`src/rtl/ghostbus_arb_pkg.sv`:
```
// Shared types and constants for the ghostbus arbiter.
// The optional lock feature is enabled with `define GHOSTBUS_ARB_LOCK_EN.
package ghostbus_arb_pkg;
  typedef enum logic [1:0] {IDLE, ISSUE, WAIT, DONE} state_t;

  localparam int   CNT_W    = 4;
  localparam logic LAST_RST = 1'b1;
endpackage

```
`src/rtl/ghostbus_arb_rr.sv`:
```
// Combinational 2-way round-robin picker with lock override.
// Callers tie lock to 0 when GHOSTBUS_ARB_LOCK_EN is not defined.
module ghostbus_arb_rr
  import ghostbus_arb_pkg::*;
(
  input  logic [1:0] valid,
  input  logic       last,
  input  logic [1:0] lock,
  output logic       grant,
  output logic       any
);

  always_comb begin
    any   = valid[0] | valid[1];
    grant = valid[1];
    // On contention a locked previous owner keeps the bus, otherwise alternate.
    if (&valid) begin
      grant = lock[last] ? last : ~last;
    end
  end

endmodule

```
`src/rtl/ghostbus_arbiter.sv`:
```
// Two-master arbiter serializing transactions onto one ghostbus host port.
// Define GHOSTBUS_ARB_LOCK_EN to add reqN_lock inputs for burst ownership.
module ghostbus_arbiter
  import ghostbus_arb_pkg::*;
#(
  parameter int AW     = 24,
  parameter int DW     = 32,
  parameter int RD_LAT = 1
) (
  input  logic          clk,
  input  logic          rst,
  input  logic          req0_valid,
  input  logic [AW-1:0] req0_addr,
  input  logic [DW-1:0] req0_wdata,
  input  logic          req0_we,
  input  logic          req1_valid,
  input  logic [AW-1:0] req1_addr,
  input  logic [DW-1:0] req1_wdata,
  input  logic          req1_we,
`ifdef GHOSTBUS_ARB_LOCK_EN
  input  logic          req0_lock,
  input  logic          req1_lock,
`endif
  output logic          req0_done,
  output logic [DW-1:0] req0_rdata,
  output logic          req1_done,
  output logic [DW-1:0] req1_rdata,
  output logic [AW-1:0] gb_addr,
  output logic [DW-1:0] gb_wdata,
  output logic          gb_we,
  output logic          gb_re,
  input  logic [DW-1:0] gb_rdata
);

  localparam logic [CNT_W-1:0] CNT_LOAD = CNT_W'(RD_LAT - 1);

  state_t           state;
  logic             grant_reg;
  logic             last_reg;
  logic             we_reg;
  logic [AW-1:0]    addr_reg;
  logic [DW-1:0]    wdata_reg;
  logic [DW-1:0]    rdata_reg;
  logic [CNT_W-1:0] cnt_reg;

  logic [1:0] lock;
  logic       pick;
  logic       any;

`ifdef GHOSTBUS_ARB_LOCK_EN
  assign lock = {req1_lock, req0_lock};
`else
  assign lock = 2'b00;
`endif

  ghostbus_arb_rr u_rr (
    .valid ({req1_valid, req0_valid}),
    .last  (last_reg),
    .lock  (lock),
    .grant (pick),
    .any   (any)
  );

  // Both requesters see the one capture register; it is only meaningful during done.
  assign req0_rdata = rdata_reg;
  assign req1_rdata = rdata_reg;

  always_ff @(posedge clk) begin
    if (rst) begin
      state     <= IDLE;
      grant_reg <= 1'b0;
      last_reg  <= LAST_RST;
      we_reg    <= 1'b0;
      addr_reg  <= '0;
      wdata_reg <= '0;
      rdata_reg <= '0;
      cnt_reg   <= '0;
      gb_addr   <= '0;
      gb_wdata  <= '0;
      gb_we     <= 1'b0;
      gb_re     <= 1'b0;
      req0_done <= 1'b0;
      req1_done <= 1'b0;
    end else begin
      gb_we     <= 1'b0;
      gb_re     <= 1'b0;
      req0_done <= 1'b0;
      req1_done <= 1'b0;
      case (state)
        IDLE: begin
          if (any) begin
            grant_reg <= pick;
            addr_reg  <= pick ? req1_addr  : req0_addr;
            wdata_reg <= pick ? req1_wdata : req0_wdata;
            we_reg    <= pick ? req1_we    : req0_we;
            state     <= ISSUE;
          end
        end
        ISSUE: begin
          gb_addr  <= addr_reg;
          gb_wdata <= wdata_reg;
          if (we_reg) begin
            gb_we <= 1'b1;
            state <= DONE;
          end else begin
            gb_re   <= 1'b1;
            cnt_reg <= CNT_LOAD;
            state   <= WAIT;
          end
        end
        WAIT: begin
          if (cnt_reg == '0) begin
            rdata_reg <= gb_rdata;
            last_reg  <= grant_reg;
            state     <= DONE;
          end else begin
            cnt_reg <= cnt_reg - 1'b1;
          end
        end
        DONE: begin
          req0_done <= ~grant_reg;
          req1_done <= grant_reg;
          if (we_reg) last_reg <= grant_reg;
          state <= IDLE;
        end
        default: state <= IDLE;
      endcase
    end
  end

endmodule

```
`config.mk`:
```
export PLATFORM = sky130hd
export DESIGN_NAME = ghostbus_arbiter
export DESIGN_NICKNAME = d
export VERILOG_FILES = /design/src/rtl/ghostbus_arb_pkg.sv /design/src/rtl/ghostbus_arb_rr.sv /design/src/rtl/ghostbus_arbiter.sv
export SDC_FILE = /design/constraint.sdc
export NUM_CORES = 1
export LEC_CHECK = 0
export BUFFER_PORTS_ARGS = -buffer_cell sky130_fd_sc_hd__buf_2
export CAP_MARGIN = 20
export CORE_ASPECT_RATIO = 1.75
export CORE_MARGIN = 5
export CORE_UTILIZATION = 45
export DETAILED_ROUTE_END_ITERATION = 10
export GPL_TIMING_DRIVEN = 0
export PLACE_DENSITY = 0.76
export SLEW_MARGIN = 20
export SYNTH_ARGS = -nofsm -noshare
export SYNTH_HDL_FRONTEND = slang
export SYNTH_SLANG_ARGS = --single-unit
export TNS_END_PERCENT = 30
```
`constraint.sdc`:
```
create_clock -name clk -period 2.2 [get_ports clk]
set_clock_uncertainty 0.2 [all_clocks]
set_input_delay 0.44 -clock clk [delete_from_list [all_inputs] [get_ports clk]]
set_output_delay 0.44 -clock clk [all_outputs]
set_load 0.05 [all_outputs]
```
==> impl_metrics.yaml <==
sta:
  tightestPinTransition_ns: 0.602
  rsz0062_at_grt: "true"
  setup_viol: 0
  maxSlewViolCount: 0
  clock.fmax_ghz: 0.477
  relSlewSlack_pct: 59.9
  hold_viol: 0
  final.period_utilization_pct: 95.3
  fin_crit_ns: 2.10
floorplanning:
  die_y_um: 168
  core_area_sq_um: 14000
  start_util_pct: 46.0
  num_io_pins: 274
  std_cell_rows: 57
  dieArea_sq_um: 16900
  die_w_um: 100
detailed_routing:
  ant_nets: 0
  vias: 5672
  dr.pass1.iters: 4
  routed_wl_um: 17500
  drt_iter0_markers: 114
  drcViolationCount: 0
  viasPerCell: 4.89
  wl_per_cell_um: 15.1
place:
  io_buffers: 272
  dp_hpwl_um: 13600
  place_area_sq_um: 8020
  gp_congestion: 0.783
logic_synthesis:
  yosysSeqAreaShare_pct: 48.9
  yosysTopAreaCell: "dfxtp_1"
  synth_area_per_cell_sq_um: 9.49
  ys_types: 35
  synth_top_area_share_pct: 48.9
  synth_seq_cells: 157
  synth_nets: 835
  synth_warnings: 0
  syn_inst: 678
  ys_top_cells_by_area: "dfxtp_1 49%, mux2i_1 18%, nor2_1 7.0%"
  synth_area_sq_um: 6430
layout:
  nNetsFinal: 1125
  drive_above_1_share_pct: 37.3
  area_growth_pct: 33.5
  final_area_sq_um: 8590
clock_tree:
  cts_hold_buf: 0
  clk_latency_ns: 0.41
  clockRootBuffer: "clkbuf_16"
  htreeDepth: 4
  cts_buffers: 17
  cts_tree: "built"
  path_clk_slew_ns: 0.06
  clockBufferDepth: 2
  cts_sinks: 157
outcome:
  status: "finished clean"
grt:
  grt_pass1_wl_um: 28100
  grt_start_max_net_pins: 17
  grt.overflow.total: 0
  grt_pass1_vias: 5619
  globalRouteTotalUtil_pct: 20.7
  antenna_found_initial: 1
setup_path:
  crit_end: "req0_rdata[1]"
  critPathMaxFanout: 10
  crit_path_start: "state[0]"
  worstRegToRegCells: 7
  ff2ff_setup_slack_ns: 0.10
  setup.worst_path.start_class: "register"
  arrival_ns: 2.24
  critPathCaptureType: "register"
  path_class: "register to register"
  cpPeakStageDelay_ns: 0.43
  timing.rr.end: "req0_rdata[1]"
  r2r-start: "state[0]"
  cp.required_ns: 2.34
  path_cells: "inv_1 > ha_1 > nand4bb_1 > clkbuf_1 > clkbuf_1 > nand2_1 > a21oi_1"
  crit_slowest_cell: "clkbuf_1"
  worst_path_most_repeated_cell: "clkbuf_1"
power:
  ir_drop_v: 0.000609
  power_density_nw_per_um2: 1320
  finalPower_w: 0.0113
  leakagePower_nw: 4.07
job:
  max-cap-violations: 0
worst_hold_path:
  min_path_type: "primary input to register"
-- critical path, delay by kind of cell, from the launching register on --
| family | cells | cell delay [ns] |
|---|---|---|
| adders and majority gates | 1 | 0.24 |
| AOI/OAI and AO/OA | 1 | 0.16 |
| and+or+nand+nor | 2 | 0.20 |
| buffers and inverters | 3 | 0.85 |
| DFF | 1 | 0.39 |
-- cells by family after synthesis --
| kind of cell | Yosys count | synth area share, % |
|---|---|---|
| buffers and inverters | 89 | 7.82 |
| AOI/OAI and AO/OA | 104 | 10.9 |
| muxes | 116 | 18.1 |
| DFF | 157 | 48.9 |
| adders and majority gates | 7 | 1.36 |
| and+or+nand+nor | 205 | 13.0 |
-- placed cells by master (no fill, tap or decap), drive strengths merged --
cell	count
clkinvlp	4
and2	1
clkinv	5
o21ai	1
o21a	1
clkbuf	49
or3	1
buf	326
inv	8
nor3b	3
mux2i	116
o41ai	1
and3b	1
nand4bb	1
o31ai	2
nor3	1
o32ai	1
a21boi	1
or3b	1
dfxtp	157
nor2b	2
nor4b	1
nor4bb	1
a22oi	1
a2111oi	1
diode	1
o2bb2ai	1
a21o	1
nand2	65
nand2b	4
nor2	120
a211oi	58
a21oi	35
nand4	3
ha	7
-- how the worst min path moves through the flow --
stage                           endpoint            from  depth (start not counted)
final                     req0_rdata[28]    gb_rdata[28]                          3
after floorplan                req0_done       grant_reg                          1
after global placement    req0_rdata[14]  req0_rdata[14]                          2
after detailed placement  req0_rdata[16]  req0_rdata[16]                          2
after global routing      req0_rdata[28]    gb_rdata[28]                          3
after CTS                  req0_rdata[7]     gb_rdata[7]                          3
-- cell usage after synthesis --
library cell    n
nor3b_1         3
nor3_1          1
nor2_1        120
a21oi_1        35
buf_6           3
a21o_1          1
clkbuf_1       29
nor4b_1         1
or3_1           1
o21a_1          1
o2bb2ai_1       1
or3b_2          1
nor2b_1         2
a22oi_1         1
and2_1          1
and3b_1         1
nand2_1        65
ha_1            7
a2111oi_0       1
buf_2          12
a21boi_2        1
a211oi_1       58
nand2b_1        4
mux2i_1       116
o21ai_0         1
nor4bb_1        1
o32ai_1         1
o31ai_1         2
nand4_1         3
nand4bb_1       1
inv_1           4
buf_4          35
buf_1           6
dfxtp_1       157
o41ai_1         1
-- per-layer routing --
metal  global-route usage (%)  vias to the layer above  routed length (um)
li1                         -                     2868                   -
met2                     38.6                      167                9720
met5                        0                        -                   0
met1                     22.3                     2611                6350
met4                     8.68                        0                 422
met3                     4.10                       26                1050
-- timing repair --
action | in CTS | in global routing
endpoints found under the hold margin | 0 | 0
setup endpoints to repair | 29 | 88
resized for setup | 3 | 22
cloned | 0 | 0
buffers inserted | 0 | 0
-- cell type report --
cell class	instances	area, sq um
fill	1294	5390
sequential	157	3140
multi-input combinational	432	2790
timing repair buffer	272	1360
buffer	84	508
clock buffer	19	443
tap	177	221
clock inverter	13	108
inverter	4	15.0
antenna	1	2.50
-- report_power, final --
| group | internal, W | switching [W] |
|---|---|---|
| logic | 0.00155 | 0.00317 |
| clock network | 0.00149 | 0.00121 |
| registers | 0.00353 | 0.000382 |
-- stage by stage --
stage                     std cells  TNS (ns)  setup slack (ns)  util [%]  hold WS [ns]
after detailed placement       1127     -3.22           -0.0735      57.3         0.260
after floorplan                 678         0             0.391         -         0.237
after global routing           1159     -1.25           -0.0932      61.4        0.0526
after global placement         1127     -2.23           -0.0487      57.3         0.255
after CTS                      1159         0           0.00394      61.3        0.0398
final                          1159         0             0.103      61.4        0.0578
(Power assumes the default switching activity.)
